`src/rtl/memio_bridge.sv`:
```
// Memory / memory-mapped IO bridge: a combinational memory path plus a stalling IO channel FSM.
// States: IDLE = waiting for an IO strobe | ACCESS = channel selected, waiting for ready | DONE = result returned, CPU advances
module memio_bridge #(
    parameter int          NCH       = 4,
    parameter int          IO_W      = 16,
    parameter logic [31:0] IO_BASE   = 32'hFFFFFC60,
    parameter int          CH_STRIDE = 16,
    parameter int          TIMEOUT   = 15
) (
    input  logic                clock,
    input  logic                reset,
    input  logic [31:0]         caddress,
    input  logic                memread,
    input  logic                memwrite,
    input  logic                ioread,
    input  logic                iowrite,
    input  logic [31:0]         mread_data,
    input  logic [NCH*IO_W-1:0] ioread_data,
    input  logic [NCH-1:0]      io_ready,
    input  logic [31:0]         wdata,
    output logic [31:0]         address,
    output logic [31:0]         write_data,
    output logic [31:0]         rdata,
    output logic [NCH-1:0]      io_cs,
    output logic                io_rd,
    output logic                io_wr,
    output logic                stall,
    output logic                io_err
);

    localparam int          CW   = (NCH > 1) ? $clog2(NCH) : 1;
    localparam int          SH   = $clog2(CH_STRIDE);
    localparam logic [31:0] SPAN = 32'(NCH * CH_STRIDE);
    localparam logic [7:0]  TMO  = 8'(TIMEOUT);

    typedef enum logic [1:0] {IDLE, ACCESS, DONE} state_t;

    state_t            state, state_nx;
    logic [31:0]       offset;
    logic [CW-1:0]     ch_dec;
    logic              hit, io_req;
    logic [CW-1:0]     ch_q;
    logic              dir_wr_q;
    logic [IO_W-1:0]   wdata_q;
    logic [31:0]       rdata_q;
    logic              err_q;
    logic [7:0]        cnt_q;
    logic              go, fin_ok, fin_to;

    // Below-base addresses wrap to a huge offset, so one unsigned compare covers both bounds.
    assign offset  = caddress - IO_BASE;
    assign hit     = offset < SPAN;
    assign ch_dec  = offset[SH +: CW];
    assign io_req  = ioread | iowrite;
    assign address = caddress;

    always_ff @(posedge clock or posedge reset) begin
        if (reset) state <= IDLE;
        else       state <= state_nx;
    end

    always_comb begin
        state_nx   = state;
        go         = 1'b0;
        fin_ok     = 1'b0;
        fin_to     = 1'b0;
        stall      = 1'b0;
        io_err     = 1'b0;
        io_cs      = '0;
        io_rd      = 1'b0;
        io_wr      = 1'b0;
        rdata      = mread_data;
        write_data = (memwrite && !io_req) ? wdata : 32'h0;
        case (state)
            IDLE: begin
                if (io_req && !reset) begin
                    if (hit) begin
                        go       = 1'b1;
                        stall    = 1'b1;
                        state_nx = ACCESS;
                    end else begin
                        io_err = 1'b1;
                        rdata  = 32'h0;
                    end
                end
            end
            ACCESS: begin
                stall       = 1'b1;
                io_cs[ch_q] = 1'b1;
                io_rd       = !dir_wr_q;
                io_wr       = dir_wr_q;
                write_data  = dir_wr_q ? 32'(wdata_q) : 32'h0;
                if (io_ready[ch_q]) begin
                    fin_ok   = 1'b1;
                    state_nx = DONE;
                end else if (cnt_q == TMO) begin
                    fin_to   = 1'b1;
                    state_nx = DONE;
                end
            end
            DONE: begin
                rdata    = rdata_q;
                io_err   = err_q;
                state_nx = IDLE;
            end
            default: state_nx = IDLE;
        endcase
    end

    always_ff @(posedge clock or posedge reset) begin
        if (reset) begin
            ch_q     <= '0;
            dir_wr_q <= 1'b0;
            wdata_q  <= '0;
            rdata_q  <= 32'h0;
            err_q    <= 1'b0;
            cnt_q    <= 8'h0;
        end else if (go) begin
            ch_q     <= ch_dec;
            dir_wr_q <= iowrite;
            wdata_q  <= wdata[IO_W-1:0];
            rdata_q  <= 32'h0;
            err_q    <= 1'b0;
            cnt_q    <= 8'h0;
        end else if (state == ACCESS) begin
            if (fin_ok) begin
                rdata_q <= dir_wr_q ? 32'h0 : 32'(ioread_data[int'(ch_q)*IO_W +: IO_W]);
                err_q   <= 1'b0;
            end else if (fin_to) begin
                rdata_q <= 32'h0;
                err_q   <= 1'b1;
            end else begin
                cnt_q <= cnt_q + 8'h1;
            end
        end
    end

endmodule

```
`config.mk`:
```
export PLATFORM = sky130hd
export DESIGN_NAME = memio_bridge
export DESIGN_NICKNAME = d
export VERILOG_FILES = /design/src/rtl/memio_bridge.sv
export SDC_FILE = /design/constraint.sdc
export NUM_CORES = 1
export LEC_CHECK = 0
export CELL_PAD_IN_SITES_DETAIL_PLACEMENT = 0
export CELL_PAD_IN_SITES_GLOBAL_PLACEMENT = 1
export CORE_UTILIZATION = 25
export CTS_BUF_LIST = sky130_fd_sc_hd__clkbuf_4 sky130_fd_sc_hd__clkbuf_8 sky130_fd_sc_hd__clkbuf_16
export CTS_CLUSTER_DIAMETER = 200
export DETAILED_ROUTE_END_ITERATION = 7
export DONT_BUFFER_PORTS = 1
export PLACE_DENSITY_LB_ADDON = 0.1
export SYNTH_ARGS = -nofsm -noshare
export SYNTH_HDL_FRONTEND = slang
export SYNTH_SLANG_ARGS = --single-unit
export TNS_END_PERCENT = 5
```
`constraint.sdc`:
```
create_clock -name clock -period 5.1 [get_ports clock]
set_clock_uncertainty 0.2 [all_clocks]
set_input_delay 1.02 -clock clock [delete_from_list [all_inputs] [get_ports clock]]
set_output_delay 1.02 -clock clock [all_outputs]
set_load 0.005 [all_outputs]
```
==> results of run 1 <==
routing by layer:
| metal | wire length (um) | vias to the layer above | track usage [%] |
|---|---|---|---|
| li1 | - | 1508 | - |
| met1 | 5440 | 1578 | 18.6 |
| met5 | 0 | - | 0 |
| met2 | 6070 | 158 | 23.7 |
| met3 | 838 | 7 | 3.53 |
| met4 | 108 | 0 | 2.84 |
power groups by stage:
stage          Combinational, W  Clock, W  Sequential, W
2_1_floorplan         0.0000945         0       0.000372
3_3_place_gp          0.0000903         0       0.000372
3_5_place_dp          0.0000898         0       0.000372
4_1_cts               0.0000906  0.000399       0.000364
5_1_grt               0.0000997  0.000412       0.000364
6_report              0.0000885  0.000381       0.000365
worst paths after layout:
check                       startpoint          end  slack, ns  cells after the start
max reg2reg                   state[0]  rdata_q[12]       2.17                      5
max in group asynchronous        reset   rdata_q[0]       3.41                      1
max                        caddress[5]    rdata[16]       0.39                      8
min reg2reg                wdata_q[15]  wdata_q[15]       0.31                      1
min in group asynchronous        reset      ch_q[1]       0.65                      1
min                        wdata_q[15]  wdata_q[15]       0.31                      1
area by class of cell:
cell class / instances / area [um^2]
clock buffer: 5 / 125
clock inverter: 3 / 43.8
fill: 1708 / 11700
inverter: 23 / 86.3
multi-input combinational: 328 / 2410
sequential: 46 / 1150
tap: 216 / 270
timing repair buffer: 6 / 45.0
sequential cells by signal, summed over array words and instances, names as in the netlist:
| register | cells |
|---|---|
| rdata_q | 16 |
| ch_q | 2 |
| cnt_q | 8 |
| err_q | 1 |
| state | 2 |
| dir_wr_q | 1 |
| wdata_q | 16 |
critical path, delay by kind of cell:
family	cells	cell delay [ns]
AO/OA/AOI/OAI	4	1.53
AND/OR/NAND/NOR	3	0.70
adder cells (fa/ha/maj)	1	0.23
cells in the final DEF, fill, tap and decap left out, types with 3 or more instances in the layout:
cell,Yosys,routed
sky130_fd_sc_hd__nand2_1,66,66
sky130_fd_sc_hd__dfrtp_1,46,46
sky130_fd_sc_hd__and2_1,33,33
sky130_fd_sc_hd__nor2_1,23,23
sky130_fd_sc_hd__a21oi_1,23,23
sky130_fd_sc_hd__inv_1,23,22
sky130_fd_sc_hd__o22ai_1,19,19
sky130_fd_sc_hd__mux4_2,17,17
sky130_fd_sc_hd__a22o_1,17,17
sky130_fd_sc_hd__mux2_4,10,10
sky130_fd_sc_hd__nand3_1,9,9
sky130_fd_sc_hd__nor3_1,9,9
sky130_fd_sc_hd__nand4_1,8,8
sky130_fd_sc_hd__o21ai_0,7,7
sky130_fd_sc_hd__xnor2_1,7,7
sky130_fd_sc_hd__nor4_1,7,7
sky130_fd_sc_hd__mux2_2,7,7
sky130_fd_sc_hd__and3_1,6,6
sky130_fd_sc_hd__buf_4,32,6
sky130_fd_sc_hd__nor2b_1,5,5
sky130_fd_sc_hd__nand2b_1,5,5
sky130_fd_sc_hd__clkbuf_16,0,5
sky130_fd_sc_hd__nand4b_1,3,3
sky130_fd_sc_hd__or3_1,3,3
metrics by stage:
| step | std cells | hold WS (ns) | power, W |
|---|---|---|---|
| floorplan | 455 | 0.259 | 0.000466 |
| global placement | 619 | 0.276 | 0.000462 |
| detailed placement | 619 | 0.282 | 0.000461 |
| CTS | 627 | 0.300 | 0.000854 |
| global route | 627 | 0.328 | 0.000876 |
| finish | 627 | 0.311 | 0.000834 |
cells by family after synthesis:
kind of cell               Yosys count
AOI/OAI and AO/OA                   90
xor gates and xnor gates             8
adders and majority gates            2
buffers and inverters               81
DFF                                 46
muxes                               36
and+or+nand+nor                    192
==> parameters.txt, run 1 <==
Parameter                              Value

Status
  Result of the run ... completed

Setup path
  Worst EP required ... around 3.9 ns
  Crit-path slowest cell ... sky130_fd_sc_hd__o41ai_4
  Cell breakdown of the critical path ... ha_1 -> o41ai_4 -> nor3_2 -> or3_1 -> a32o_1 -> a211o_1 -> o22ai_2 -> and2_1
  Critical Path Fanout Max ... 17
  Type of element capturing the critical path ... primary output
  Worst path arrival time ... around 3.5 ns
  Classification of the worst setup path ... primary input to primary output
  Max incr delay on CP ... roughly 0.53 ns
  Launching element type of the critical path ... primary input

Power and ir drop
  Peak supply drop ... slightly above 100 uV
  Power Internal ... 0.000636 W
  Switching share of power ... a little under a quarter
  Gate power share ... between 10% and 20%
  Share of power burned in registers ... 43.7%
  Sw power ... roughly 0.00020 W
  Total power density per cell area ... a little over 200 nW/um^2
  Clock network power share ... 45.7%
  Cell leakage power ... roughly 1.7 nW

Clock network
  # Post-CTS Setup Buffers ... 0
  Clk root buf ... sky130_fd_sc_hd__clkbuf_16
  H-tree Lvls ... 2
  Insertion delay to the later sink of the worst-skew pair ... roughly 0.29 ns
  Inserted Clock Buffers ... 5
  Clock-pin slew on the worst setup and hold paths ... about 0.070 ns
  CTS tree ... built
  Number of buffers on the longest clock path ... 2
  Total of hold buffers inserted after clock tree synthesis ... 0
  Clk sink count ... 46
  CTS-repair resized insts ... 0

Cells and area
  ANT cells ... 0
  Share of the core filled with cells ... a little over a quarter
  Final instance area ... a little over 4000 um^2
  Ratio of cells with drive above 1 in the final layout ... about 15%
  Number of nets in the finished design ... around 580
  Growth of design area from synthesis to finish ... 2.55%

Synth
  Post-Synth Simple-Gate Area ... between 20% and 30%
  Top cells by count, synth ... sky130_fd_sc_hd__nand2_1 (66), sky130_fd_sc_hd__dfrtp_1 (46), sky130_fd_sc_hd__and2_1 (33), sky130_fd_sc_hd__buf_4 (32)
  Syn_nets ... between 600 and 700
  Synthesized instance count ... roughly 460
  Syn Area/Cell ... about 8.9 um^2
  Post-synthesis cell type count ... 64
  Area fraction in compound gates after synthesis ... about 17%
  Top cells by area, synth ... sky130_fd_sc_hd__dfrtp_1 (29%), sky130_fd_sc_hd__mux4_2 (9.5%), sky130_fd_sc_hd__nand2_1 (6.1%)
  Yosys top cell area share ... 28.6%
  Netlist area before placement ... ~4000 um^2
  Post-Synth XOR/XNOR Area ... approximately 1.7%
  Number of flip-flops and latches in the synthesized netlist ... 46
  Multiplexer share of the synthesized area ... between 15 and 20%
  Number of enable-type register cells in the synthesized netlist ... 0
  Part of the Yosys area used for sequential elements ... between 20% and 30%
  Yosys warnings ... 0
  Top_reg_cell synth ... sky130_fd_sc_hd__dfrtp_1
  Combinational family with the most area after synthesis ... simple AND/OR/NAND/NOR gates
  Count leader, synth ... sky130_fd_sc_hd__nand2_1
  FFs w/ async S/R, synth ... 100%
  Adder-cell area share of the yosys netlist ... 0.621%
  Cell type with the highest aggregate area in the netlist ... sky130_fd_sc_hd__dfrtp_1

Timing
  Achievable Freq ... 212 MHz
  Final count of hold timing violations ... 0
  Share of the clock period used by the worst path ... between 90% and 100%
  Setup repair after global routing missed its margin ... false
  Crit path time final ... approximately 4.7 ns
  Final setup margin ... 0.388 ns
  Transition time at the pin with the least slew margin ... around 1.0 ns
  Max transition margin ... 32.2%
  Final slew viol count ... 0
  Final setup vio count ... 0
  Setup Total Neg Slack ... 0 ns

Floorplan
  Site row count ... 46
  Effective utilization at floorplan ... about a quarter
  Overall die area ... approximately 17000 um^2
  Chip width ... about 130 um
  Vertical extent of the die ... about 130 um
  Area inside the core boundary ... approximately 16000 um^2
  Ports placed on the boundary ... between 200 and 300

Placed design
  Final RePlAce weighted congestion ... between 0.7 and 0.8
  Post-Place Cell Area ... 3960 um^2
  HPWL after detailed placement ... around 9600 um
  Quantity of I/O buffers inserted on ports ... 0
  Worst Setup Slack post-DPL ... roughly 0.35 ns

Global routing
  Number of antenna violations at the first check in global routing ... 0
  Total global-route track usage ... about 14%
  First-pass GRT wire length ... 18100 um
  Vias in the first global route ... between 3000 and 4000
  Largest net degree at the start of global routing ... 47
  Grt ovf ... 0

Detailed routing
  Post-route DRC ... 0
  Total wirelength of the detailed-routed design ... roughly 12000 um
  Number of vias per cell after detailed routing ... around 5.2
  Detailed Route Iter0 Violations ... ~120
  Wire length per cell ... 19.9 um
  Count of TritonRoute iterations in the first routing pass ... 4
  Number of nets with antenna violations after routing ... 0
  Total number of vias ... 3251

Job
  Max capacitance violation total ... 0

Worst hold path
  Hold/Removal Path Class ... flip-flop to flip-flop
Power figures use the tool's default switching activity.
==> run 2: changes to the inputs <==
REMOVE_ABC_BUFFERS = 1   (was unset)
==> run 2 against run 1 <==
Cell count increased by 0.32%. Non-clock buffer count increased by 2. Core utilization up 0.095 points. Largest power group unchanged. Power fell by 0.68%. Setup slack better by 0.10 ns. Flip-flop and latch count is the same. Clock power down 2%. Global-route usage fell by 0.77 points. Sequential share of layout area decreased by 0.10 points. Highest routed layer unchanged. Maximum frequency rose by 2.2%. Clock-buffer cell count stayed put. Worst hold slack got worse by 0.017 ns.
==> parameters.txt, run 2 (synthesized netlist as in run 1, its figures left out) <==
Parameter                              Value

Status
  Result of the run ... completed

Clock network
  H-tree Lvls ... 2 (unchanged)
  # Post-CTS Setup Buffers ... 0 (unchanged)
  Clock-pin slew on the worst setup and hold paths ... 0.06 ns (about the same)
  Clk sink count ... 46 (unchanged)
  CTS tree ... built
  Number of buffers on the longest clock path ... 2 (unchanged)
  Inserted Clock Buffers ... 5 (unchanged)
  Total of hold buffers inserted after clock tree synthesis ... 0 (unchanged)
  CTS-repair resized insts ... 0 (unchanged)
  Insertion delay to the later sink of the worst-skew pair ... 0.29 ns (about the same)
  Clk root buf ... sky130_fd_sc_hd__clkbuf_16

Global routing
  Grt ovf ... 0 (unchanged)
  Largest net degree at the start of global routing ... 47 (unchanged)
  Vias in the first global route ... 3120 (-0.61%)
  First-pass GRT wire length ... 16900 um (-6.4%)
  Total global-route track usage ... 13.4% (-0.77 points)
  Number of antenna violations at the first check in global routing ... 0 (unchanged)

Floorplan
  Area inside the core boundary ... 15800 um^2 (unchanged)
  Ports placed on the boundary ... 274 (unchanged)
  Site row count ... 46 (unchanged)
  Overall die area ... 16600 um^2 (unchanged)
  Chip width ... 129 um (unchanged)
  Effective utilization at floorplan ... 25.5% (unchanged)
  Vertical extent of the die ... 129 um (unchanged)

Detailed routing
  Total number of vias ... 3174 (-2.4%)
  Detailed Route Iter0 Violations ... 164 (+32%)
  Number of vias per cell after detailed routing ... 5.05 (-2.7%)
  Wire length per cell ... 18.5 um (-7.0%)
  Count of TritonRoute iterations in the first routing pass ... 4 (unchanged)
  Post-route DRC ... 0 (unchanged)
  Number of nets with antenna violations after routing ... 0 (unchanged)
  Total wirelength of the detailed-routed design ... 11600 um (-6.7%)

Timing
  Setup repair after global routing missed its margin ... false
  Transition time at the pin with the least slew margin ... 1.03 ns (+0.0112 ns)
  Share of the clock period used by the worst path ... 90.4% (-2.0 points)
  Final-layout worst hold slack ... 0.293 ns (-0.0174 ns)
  Achievable Freq ... 217 MHz (+2.2%)
  Max transition margin ... 31.4% (-0.75 points)
  Final slew viol count ... 0 (unchanged)
  Crit path time final ... 4.61 ns (-0.100 ns)
  Setup Total Neg Slack ... 0 ns (unchanged)
  Final count of hold timing violations ... 0 (unchanged)
  Final setup vio count ... 0 (unchanged)

Cells and area
  Share of the core filled with cells ... 26.2% (+0.095 points)
  Most frequent cells in the layout ... sky130_fd_sc_hd__nand2_1 (66), sky130_fd_sc_hd__dfrtp_1 (46), sky130_fd_sc_hd__and2_1 (33), sky130_fd_sc_hd__nor2_1 (23), sky130_fd_sc_hd__a21oi_1 (23)
  Final instance area ... 4150 um^2 (+0.36%)
  Ratio of cells with drive above 1 in the final layout ... 15.7% (+0.41 points)
  Total area of multi-input combinational cells ... 2410 um^2 (unchanged)
  Growth of design area from synthesis to finish ... 2.92%
  Sequential cell area ... 1150 um^2 (unchanged)
  ANT cells ... 0 (unchanged)
  Number of fillers in the final layout ... 1746 (+2.2%)
  Most common cell after layout, fill and taps aside ... sky130_fd_sc_hd__nand2_1
  Biggest registers after layout ... rdata_q: 16 flops, wdata_q: 16 flops, cnt_q: 8 flops
  Number of nets in the finished design ... 584 (+0.34%)

Placed design
  HPWL after detailed placement ... 8850 um (-7.5%)
  Final RePlAce weighted congestion ... 0.797 (+11%)
  Quantity of I/O buffers inserted on ports ... 0 (unchanged)
  Post-Place Cell Area ... 3980 um^2 (+0.38%)

Job
  Max capacitance violation total ... 0 (unchanged)

Power and ir drop
  Cell leakage power ... 1.71 nW (+0.61%)
  Total power density per cell area ... 200 nW/um^2 (-1.0%)
  Clock network power share ... 45.3% (-0.4 points)
  Power Internal ... 0.000636 W (about the same)
  Share of power burned in registers ... 44.0% (+0.3 points)
  Switching share of power ... 23.2% (-0.57 points)
  Peak supply drop ... 164 uV (+58%)
  Post-layout power ... 0.000828 W (-0.68%)
  Gate power share ... 10.7% (about the same)
  Sw power ... 0.000192 W (-3.1%)

Setup path
  Type of element capturing the critical path ... primary output
  Worst EP required ... 3.88 ns (about the same)
  Worst path arrival time ... 3.39 ns (-0.10 ns)
  Critical Path Fanout Max ... 17 (unchanged)
  Launching element type of the critical path ... primary input
  Classification of the worst setup path ... primary input to primary output

Worst hold path
  Hold/Removal Path Class ... flip-flop to flip-flop
-- run 2: changes by cell type in the layout (fill, tap and decap cells not counted), sizes merged --
cell and delta:
buf +2
-- run 2: per-stage QoR --
| stage | setup slack (ns) | cells |
|---|---|---|
| 2_1_floorplan | 0.690 | 397 |
| 3_3_place_gp | 0.521 | 621 |
| 3_5_place_dp | 0.465 | 621 |
| 4_1_cts | 0.442 | 629 |
| 5_1_grt | 0.264 | 629 |
| 6_report | 0.488 | 629 |
-- run 2: critical path, stage by stage --
cell	delay, ns
sky130_fd_sc_hd__ha_1	0.24
sky130_fd_sc_hd__o41ai_4	0.51
sky130_fd_sc_hd__nor3_2	0.11
sky130_fd_sc_hd__or3_1	0.33
sky130_fd_sc_hd__a32o_1	0.29
sky130_fd_sc_hd__a211o_1	0.25
sky130_fd_sc_hd__o22ai_2	0.40
sky130_fd_sc_hd__and2_1	0.23
-- run 2: final cells by class --
| cell class | instances | share of cell area (%) |
|---|---|---|
| clock buffer | 5 | 3.02 |
| clock inverter | 3 | 1.06 |
| inverter | 23 | 2.08 |
| multi-input combinational | 328 | 58.1 |
| sequential | 46 | 27.8 |
| tap | 216 | 6.52 |
| timing repair buffer | 8 | 1.45 |
-- run 2: per-layer routing --
layer  vias to the layer above  GRT usage (%)  part of all wire [%]
met2                       151           23.8                    49
met1                      1497           15.7                    42
li1                       1516              -                     -
met4                         0           4.01                   1.4
met5                         -              0                     0
met3                        10           3.66                   7.3
-- run 2: power by group through the flow --
stage / clock network, W / logic (W) / registers (W)
floorplan: 0 / 0.0000714 / 0.000372
global placement: 0 / 0.0000913 / 0.000372
detailed placement: 0 / 0.0000905 / 0.000372
CTS: 0.000392 / 0.0000910 / 0.000365
global route: 0.000403 / 0.000100 / 0.000364
finish: 0.000375 / 0.0000887 / 0.000365
-- run 2: path summary, 6_finish.rpt --
kind	start	endpoint	slack (ns)	cells after the start
max in group asynchronous	reset	err_q	3.41	1
max reg2reg	state[0]	ch_q[1]	2.25	5
min in group asynchronous	reset	cnt_q[4]	0.65	1
min reg2reg	wdata_q[11]	wdata_q[11]	0.29	1
min	wdata_q[11]	wdata_q[11]	0.29	1
max	caddress[5]	rdata[25]	0.49	8
==> run 3: changes to the inputs <==
SKIP_CTS_REPAIR_TIMING = 1   (was unset)
==> results of run 3 <==
Final layout, timing and power as in run 2 (identical DEF).
==> variant: new RTL, config.mk and constraints of run 1 <==
Set the parameter `IO_W` to 24 (it was 16).
--- a/src/rtl/memio_bridge.sv
+++ b/src/rtl/memio_bridge.sv
@@ -2,7 +2,7 @@
 // States: IDLE = waiting for an IO strobe | ACCESS = channel selected, waiting for ready | DONE = result returned, CPU advances
 module memio_bridge #(
     parameter int          NCH       = 4,
-    parameter int          IO_W      = 16,
+    parameter int          IO_W      = 24,
     parameter logic [31:0] IO_BASE   = 32'hFFFFFC60,
     parameter int          CH_STRIDE = 16,
     parameter int          TIMEOUT   = 15
Ports: changed (resized ioread_data); port bits go from 274 to 306. No check against the original RTL was run, so the function may have changed too.
==> variant against run 1 <==
- count of clock-buffer cells in the layout increased by 8
- first-iteration DRC count increased by 6.5%
- area after synthesis is 19% higher
- combinational power up 5.0%
- non-clock buffer count increased by 2
- sequential share of layout area up 3.2 points
- worst setup slack gained 0.030 ns
- clock power is 53% higher
- sequential cell count grew 16
- cell area increased by 21%
- wire length increased by 19%
- maximum frequency up 0.63%
- total power grew 40%
- largest cell class unchanged
==> variant: results <==
[timing]
holdWs_ns = 0.313
timing.slew.headroom_pct = 26.7

[detailed_routing]
drt_iter0_markers = 132
wl_met1_um = 6220
avgRoutedWirePerCell_um = 21.6
met2_length_um = 7150
wl_met3_um = 1230

[place]
post_dp_cell_area_um2 = 4710
placed_cells = 668
dp_slack_ns = 0.341
gp_congestion = 0.730

[status]
outcome = finished clean

[cts]
clk_pin_slew_ns = 0.05
clk_latency_ns = 0.33
cts_buffers = 9
cts.htree.levels = 3

[power]
comb_power_share_pct = 7.9
intPower_uw = 900
power_frac_clock_pct = 49.9

[logic_synthesis]
ys_seq_area_share_pct = 32.4
postSynthAreaPerCell_um2 = 9.71
synth_area_leaders = dfrtp_1 (32%), mux4_2 (12%), mux2_4 (6.6%)
synthAdderAreaFrac_pct = 0.523
synth_compound_area_share_pct = 14.8
ys_types = 54
synth_xor_area_share_pct = 2.01

[critical_path]
cp_top_family = simple AND/OR/NAND/NOR gates
slowest_delay_ns = 0.45
cp.arrival_ns = 3.46
reg2reg_depth = 8
slowest_stage = a221oi_1

[grt]
grt_pass1_vias = 3674
grt_max_degree = 62
grt_pass1_wl_um = 21700

[finish]
reg_top3 = rdata_q: 24 flops, wdata_q: 24 flops, cnt_q: 8 flops
drive_above_1_share_pct = 19.6

[hold_path]
hold_path_end = wdata_q[3]$_DFFE_PP0P_
hp-start = wdata_q[3]$_DFFE_PP0P_
-- variant: worst max-delay path by stage --
stage / slack (ns) / startpoint / cells after the start / to
floorplan: 0.84 / caddress[5] / 10 / stall
detailed placement: 0.34 / caddress[5] / 9 / rdata[5]
global placement: 0.30 / caddress[5] / 9 / rdata[6]
global route: 0.11 / caddress[5] / 9 / rdata[5]
finish: 0.42 / caddress[5] / 9 / rdata[6]
CTS: 0.34 / caddress[5] / 9 / rdata[5]
-- variant: per-layer routing --
metal / global-route usage (%) / vias up
li1: - / 1687
met1: 17.5 / 1741
met2: 24.6 / 201
met3: 4.62 / 13
met4: 4.51 / 0
met5: 0 / -
-- variant: layout make-up --
class                      instances  area (um^2)  area share, %
clock inverter                     1         5.00          0.100
clock buffer                      13          274           5.48
inverter                           5         18.8          0.375
multi-input combinational        359         2790           55.7
antenna                            4         10.0          0.200
sequential                        62         1550           31.1
tap                              234          293           5.86
timing repair buffer               8         60.1           1.20
